`src/rtl/fft_pkg.sv`:
```
// Types and constants shared by the FFT readout blocks.
// The cplx_t layout (re in the upper half) must match the FFT RAM word layout.
package fft_pkg;

    localparam int FFT_W       = 14;
    localparam int FFT_ADDR_W  = 10;
    localparam int NCH_DEFAULT = 4;

    typedef struct packed {
        logic signed [FFT_W-1:0] re;
        logic signed [FFT_W-1:0] im;
    } cplx_t;

    typedef enum logic [2:0] {
        ST_IDLE,
        ST_READ1,
        ST_READ2,
        ST_LATCH,
        ST_MUL,
        ST_SUM
    } bincorr_state_t;

endpackage

```
`src/rtl/bincorr_cmult_conj.sv`:
```
// Registered partial products for x * conj(y): the caller forms re = ac + bd, im = bc - ad.
module cmult_conj
    import fft_pkg::*;
(
    input  logic                      clk,
    input  logic                      reset,
    input  logic                      en_i,
    input  cplx_t                     x_i,
    input  cplx_t                     y_i,
    output logic signed [2*FFT_W-1:0] ac_o,
    output logic signed [2*FFT_W-1:0] bd_o,
    output logic signed [2*FFT_W-1:0] bc_o,
    output logic signed [2*FFT_W-1:0] ad_o
);

    logic signed [2*FFT_W-1:0] a_ext, b_ext, c_ext, d_ext;
    logic signed [2*FFT_W-1:0] ac_q, bd_q, bc_q, ad_q;

    // Widen before multiplying so the full 2W-bit signed product is kept.
    assign a_ext = (2*FFT_W)'($signed(x_i.re));
    assign b_ext = (2*FFT_W)'($signed(x_i.im));
    assign c_ext = (2*FFT_W)'($signed(y_i.re));
    assign d_ext = (2*FFT_W)'($signed(y_i.im));

    always_ff @(posedge clk or posedge reset) begin
        if (reset) begin
            ac_q <= '0;
            bd_q <= '0;
            bc_q <= '0;
            ad_q <= '0;
        end else if (en_i) begin
            ac_q <= a_ext * c_ext;
            bd_q <= b_ext * d_ext;
            bc_q <= b_ext * c_ext;
            ad_q <= a_ext * d_ext;
        end
    end

    assign ac_o = ac_q;
    assign bd_o = bd_q;
    assign bc_o = bc_q;
    assign ad_o = ad_q;

endmodule

```
`src/rtl/bincorr.sv`:
```
// Reads the detected peak bin from every channel and forms X0 * conj(Xk) for k = 1..NCH-1.
// One conjugate multiplier is time-shared across channels: MUL/SUM per k.
//
// state    | meaning
// ---------+-------------------------------------------------
// IDLE     | wait for detectdone rise, hold last results
// READ1    | first RAM latency cycle
// READ2    | second RAM latency cycle
// LATCH    | capture all channel words, k <= 1
// MUL      | register the four products for channel k
// SUM      | write result k; finish or advance k
module bincorr
    import fft_pkg::*;
#(
    parameter int NCH = NCH_DEFAULT,
    parameter int W   = FFT_W
)(
    input  logic                      clk,
    input  logic                      reset,
    input  logic                      detectdone,
    input  logic [FFT_ADDR_W-1:0]     maxbin,
    input  logic [NCH-1:0][2*W-1:0]   ramq,
    output logic [FFT_ADDR_W-1:0]     ramaddr,
    output logic [FFT_ADDR_W-1:0]     binout,
    output logic [NCH-2:0][2*W:0]     corr_re,
    output logic [NCH-2:0][2*W:0]     corr_im,
    output logic                      corrdone
);

    localparam int K_W = $clog2(NCH);

    bincorr_state_t state_q, state_d;

    logic                  dd_q;
    logic [K_W-1:0]        k_q;
    logic [K_W-1:0]        k_idx;
    logic [FFT_ADDR_W-1:0] ramaddr_q, binout_q;
    logic [NCH-2:0][2*W:0] corr_re_q, corr_im_q;
    logic                  corrdone_q;
    cplx_t                 lat_q [NCH];

    logic start, latch_en, mul_en, sum_en, last_k;

    logic signed [2*W-1:0] ac, bd, bc, ad;
    logic signed [2*W:0]   sum_re, sum_im;

    always_ff @(posedge clk or posedge reset) begin
        if (reset) begin
            state_q <= ST_IDLE;
        end else begin
            state_q <= state_d;
        end
    end

    always_comb begin
        state_d = state_q;
        case (state_q)
            ST_IDLE:  if (start) state_d = ST_READ1;
            ST_READ1: state_d = ST_READ2;
            ST_READ2: state_d = ST_LATCH;
            ST_LATCH: state_d = ST_MUL;
            ST_MUL:   state_d = ST_SUM;
            ST_SUM:   state_d = last_k ? ST_IDLE : ST_MUL;
            default:  state_d = ST_IDLE;
        endcase
    end

    always_comb begin
        start    = (state_q == ST_IDLE) && detectdone && !dd_q;
        latch_en = (state_q == ST_LATCH);
        mul_en   = (state_q == ST_MUL);
        sum_en   = (state_q == ST_SUM);
        last_k   = (k_q == K_W'(NCH-1));
    end

    cmult_conj u_cmult (
        .clk   (clk),
        .reset (reset),
        .en_i  (mul_en),
        .x_i   (lat_q[0]),
        .y_i   (lat_q[k_q]),
        .ac_o  (ac),
        .bd_o  (bd),
        .bc_o  (bc),
        .ad_o  (ad)
    );

    assign sum_re = (2*W+1)'(ac) + (2*W+1)'(bd);
    assign sum_im = (2*W+1)'(bc) - (2*W+1)'(ad);
    assign k_idx  = k_q - K_W'(1);

    // dd_q resets high so a level already present at reset release is not a rise.
    always_ff @(posedge clk or posedge reset) begin
        if (reset) begin
            dd_q       <= 1'b1;
            k_q        <= '0;
            ramaddr_q  <= '0;
            binout_q   <= '0;
            corr_re_q  <= '0;
            corr_im_q  <= '0;
            corrdone_q <= 1'b0;
            for (int c = 0; c < NCH; c++) lat_q[c] <= '0;
        end else begin
            dd_q <= detectdone;
            if (start) begin
                ramaddr_q  <= maxbin;
                binout_q   <= maxbin;
                corrdone_q <= 1'b0;
            end
            if (latch_en) begin
                for (int c = 0; c < NCH; c++) lat_q[c] <= cplx_t'(ramq[c]);
                k_q <= K_W'(1);
            end
            if (sum_en) begin
                corr_re_q[k_idx] <= sum_re;
                corr_im_q[k_idx] <= sum_im;
                if (last_k) begin
                    corrdone_q <= 1'b1;
                end else begin
                    k_q <= k_q + K_W'(1);
                end
            end
        end
    end

    assign ramaddr  = ramaddr_q;
    assign binout   = binout_q;
    assign corr_re  = corr_re_q;
    assign corr_im  = corr_im_q;
    assign corrdone = corrdone_q;

endmodule

```
`config.mk`:
```
export PLATFORM = sky130hd
export DESIGN_NAME = bincorr
export DESIGN_NICKNAME = d
export VERILOG_FILES = /design/src/rtl/fft_pkg.sv /design/src/rtl/bincorr_cmult_conj.sv /design/src/rtl/bincorr.sv
export SDC_FILE = /design/constraint.sdc
export NUM_CORES = 2
export LEC_CHECK = 0
export CAP_MARGIN = 20
export CORE_UTILIZATION = 45
export DETAILED_ROUTE_END_ITERATION = 6
export SYNTH_ARGS = -nofsm -noshare
export SYNTH_HDL_FRONTEND = slang
export SYNTH_SLANG_ARGS = --single-unit
```
`constraint.sdc`:
```
create_clock -name clk -period 18.7 [get_ports clk]
set_input_delay 4.675 -clock clk [delete_from_list [all_inputs] [get_ports clk]]
set_output_delay 4.675 -clock clk [all_outputs]
set_load 0.03 [all_outputs]
```
==> results_dict.tcl <==
set metrics [dict create \
    clk_latency_ps 640 \
    cts_tree "done" \
    worstMarginPinSlew_ps 1010 \
    grt_usage 0.242 \
    slew_headroom 0.325 \
    cp.arrival_ps 8580 \
    dp_hpwl_mm 97.7 \
    hp-class "reg -> reg" \
    final.setup.tns_ps 0 \
    numCtsBuffers 48 \
    synth-seq-cells 415 \
    dieArea_um2 109000 \
    synth.distinct_cells 70 \
    die_y_um 331 \
    synth_top_flop_cell "dfrtp_1" \
    cts.clk_slew.worst_paths_ps 60 \
    cp.required_ps 19220 \
    holdPathStages 2 \
    synthesis.area_um2 48700 \
    fin_crit_ps 8060 \
    areaGrowthSynthToFinish_pct 12.7 \
    postCtsResizedCells 0 \
    crit_type "reg -> reg" \
    regToRegSetupSlack_ps 10640 \
    final_core_utilization 0.511 \
    fin_area_um2 54800 \
    layout.nets 6469 \
    root_buffer "clkbuf_16" \
    grt-ovfl-total 0 \
    via_per_inst 5.13 \
    via_count 34272 \
    drtAntennaViolNets 0 \
    slowest_delay_ps 1020 \
    hold_end "u_cmult.bc_o[18]" \
    syn_nets 6297 \
    synth_edf_count 0 \
    grt_max_degree 93 \
    rsz0062_at_grt "false" \
    hold_viol_final 0 \
    fillers 9924 \
    post_route_cells_drive_above_1_share 0.0616 \
    async_flop_share 1.00 \
    status "finished, final reports clean" \
    finalNonFillerCells 6678 \
    drc_errors 0 \
    crit_family "adder cells" \
    yosysSeqAreaShare 0.213 \
    dr.first_iter.drc_count 1860 \
    port_buffers 319 \
    io_pins 320 \
    fin_skew_ps 37.0 \
    critPathCaptureType "flip-flop" \
    slew_violations 0 \
    synthCells 5062 \
    r2r_start "k_q[0]" \
    clock_path_buffers 3 \
    slowest_stage "dfrtp_2" \
    reg2reg_to "u_cmult.bc_o[25]" \
    finalSetupViolations 0 \
    wl_per_cell_um 19.0 \
    cts_sinks 415 \
    post-place-cells 6586 \
    start_util 0.454 \
    start_kind "flip-flop" \
    grt_pass1_wl_mm 205 \
    ctsHoldBuffers 0 \
    maxCapViolCount 0 \
    path_cells "mux4_2, and2_1, fa_1, inv_1, fa_1, inv_1, fa_1, fa_1, fa_1, inv_1, fa_1, inv_1, ha_1, a2111oi_0, o21ai_0, a41oi_1, o211a_1, o21ai_0, nor3_1, nor4_1, a211o_1" \
    drt_pre_antenna_iters 5 \
    fmax_mhz 124 \
    core_area_um2 107000 \
    hold_start "u_cmult.bc_o[18]" \
    synth_warnings 0 \
    htreeDepth 2 \
    grt_pass1_vias 35963 \
    cpMostUsedCell "fa_1" \
    period_share 0.431 \
    path_buf_inv 4 \
    reg2reg_depth 21 \
    totalWireLength_mm 127 \
    rows 120 \
    antenna_found_initial 5 \
    post_cts_buffers 0 \
    place_area_um2 53100 \
    avgSynthCellArea_um2 9.61 \
    gp_congestion 0.854 \
    cp_max_fo 32 \
    dieWidth_um 331 \
]
[state kept, by name (all words and copies together), names as in the netlist]
name,flops
state_q,3
corrdone,1
u_cmult.ad_o,28
corr_im,87
corr_re,87
lat_q,112
u_cmult.bc_o,28
dd_q,1
k_q,2
binout,10
u_cmult.bd_o,28
u_cmult.ac_o,28
[tightest hold or removal path, cell delays in order (launching register included)]
cell,delay [ps]
dfrtp_1,340
nand2_1,50
nand2_1,50
[cell families (layout without fill, tap and decap cells)]
family / count (synthesis) / after routing / share of synthesized area
xor+xnor: 165 / 165 / 0.0297
compound gates: 648 / 648 / 0.0801
flops: 415 / 415 / 0.213
mux: 158 / 158 / 0.0425
fa+ha+maj: 1110 / 1110 / 0.406
other cells: 0 / 3 / 0
simple gates: 1379 / 1379 / 0.136
buf+inv: 1187 / 1397 / 0.0924
[worst max-delay path by stage]
stage	start	to	slack, ps	cells past startpoint
after floorplan	reset	binout[0]	2480	1
after global placement	k_q[0]	u_cmult.bc_o[25]	10650	21
after detailed placement	k_q[0]	u_cmult.bc_o[25]	10600	21
after CTS	k_q[0]	u_cmult.bc_o[25]	10580	21
after global routing	k_q[0]	u_cmult.bc_o[25]	10100	23
final	k_q[0]	u_cmult.bc_o[25]	10640	21
[routing by layer]
metal  part of all wire  wire length (um)  vias up  track usage
met5            0.00019                24        -            0
met4              0.032              4080        4       0.0760
met3              0.063              7970      169       0.0432
met2               0.44             55600      920        0.373
met1               0.47             59000    17210        0.346
li1                   -                 -    15969            -
[area by class of cell]
class                      instances  area [um2]  share of cell area
multi-input combinational       3460       33800               0.617
clock inverter                    22         357             0.00650
sequential                       415       10400               0.189
antenna                            3        7.51            0.000137
clock buffer                      66        1360              0.0248
tap                             1403        1760              0.0320
timing repair buffer             368        3580              0.0653
inverter                         941        3540              0.0646
[through the flow]
step	hold slack, ps	worst slack (ps)
floorplan	443	2480
global placement	457	10650
detailed placement	463	10600
CTS	477	10580
global route	499	10100
finish	471	10640
[placed cells by master (no fill, tap or decap), types with 26 or more instances in the layout]
| master | Yosys | routed |
|---|---|---|
| fa_1 | 782 | 782 |
| nor3_1 | 27 | 27 |
| ha_1 | 328 | 328 |
| and2_1 | 415 | 415 |
| a21o_1 | 40 | 40 |
| buf_4 | 10 | 48 |
| xnor2_1 | 103 | 103 |
| nand2b_1 | 29 | 29 |
| mux2_2 | 128 | 128 |
| a21oi_1 | 104 | 104 |
| nor2_1 | 109 | 109 |
| o21ai_0 | 338 | 336 |
| clkdlybuf4s50_1 | 0 | 319 |
| nand3_1 | 29 | 26 |
| inv_1 | 941 | 940 |
| dfrtp_1 | 414 | 412 |
| mux4_2 | 26 | 26 |
| clkbuf_16 | 0 | 48 |
| nand2_1 | 678 | 677 |
| xor2_1 | 62 | 62 |
[cell usage after synthesis (6+ instances only)]
| library cell | count | area [um2] |
|---|---|---|
| a211o_1 | 10 | 87.6 |
| a211oi_1 | 18 | 135 |
| a21o_1 | 40 | 300 |
| a21oi_1 | 104 | 521 |
| a31oi_1 | 11 | 68.8 |
| and2_1 | 415 | 2600 |
| and3_1 | 11 | 68.8 |
| buf_1 | 39 | 146 |
| buf_4 | 10 | 75.1 |
| clkbuf_1 | 193 | 724 |
| dfrtp_1 | 414 | 10400 |
| fa_1 | 782 | 15700 |
| ha_1 | 328 | 4100 |
| inv_1 | 941 | 3530 |
| mux2_2 | 128 | 1440 |
| mux4_2 | 26 | 586 |
| nand2_1 | 678 | 2540 |
| nand2b_1 | 29 | 181 |
| nand3_1 | 29 | 145 |
| nand4_1 | 15 | 93.8 |
| nor2_1 | 109 | 409 |
| nor2b_1 | 19 | 119 |
| nor3_1 | 27 | 135 |
| nor3b_1 | 6 | 45.0 |
| o211a_1 | 6 | 60.1 |
| o211ai_1 | 9 | 67.6 |
| o21a_1 | 21 | 158 |
| o21ai_0 | 338 | 1690 |
| o21ai_1 | 7 | 35.0 |
| o21bai_1 | 21 | 158 |
| o31ai_1 | 12 | 90.1 |
| or2_2 | 20 | 125 |
| or3_1 | 11 | 68.8 |
| xnor2_1 | 103 | 902 |
| xor2_1 | 62 | 543 |
Power is not shown: default switching activity piles up to over one toggle a cycle in this logic, so the estimate is an artifact.
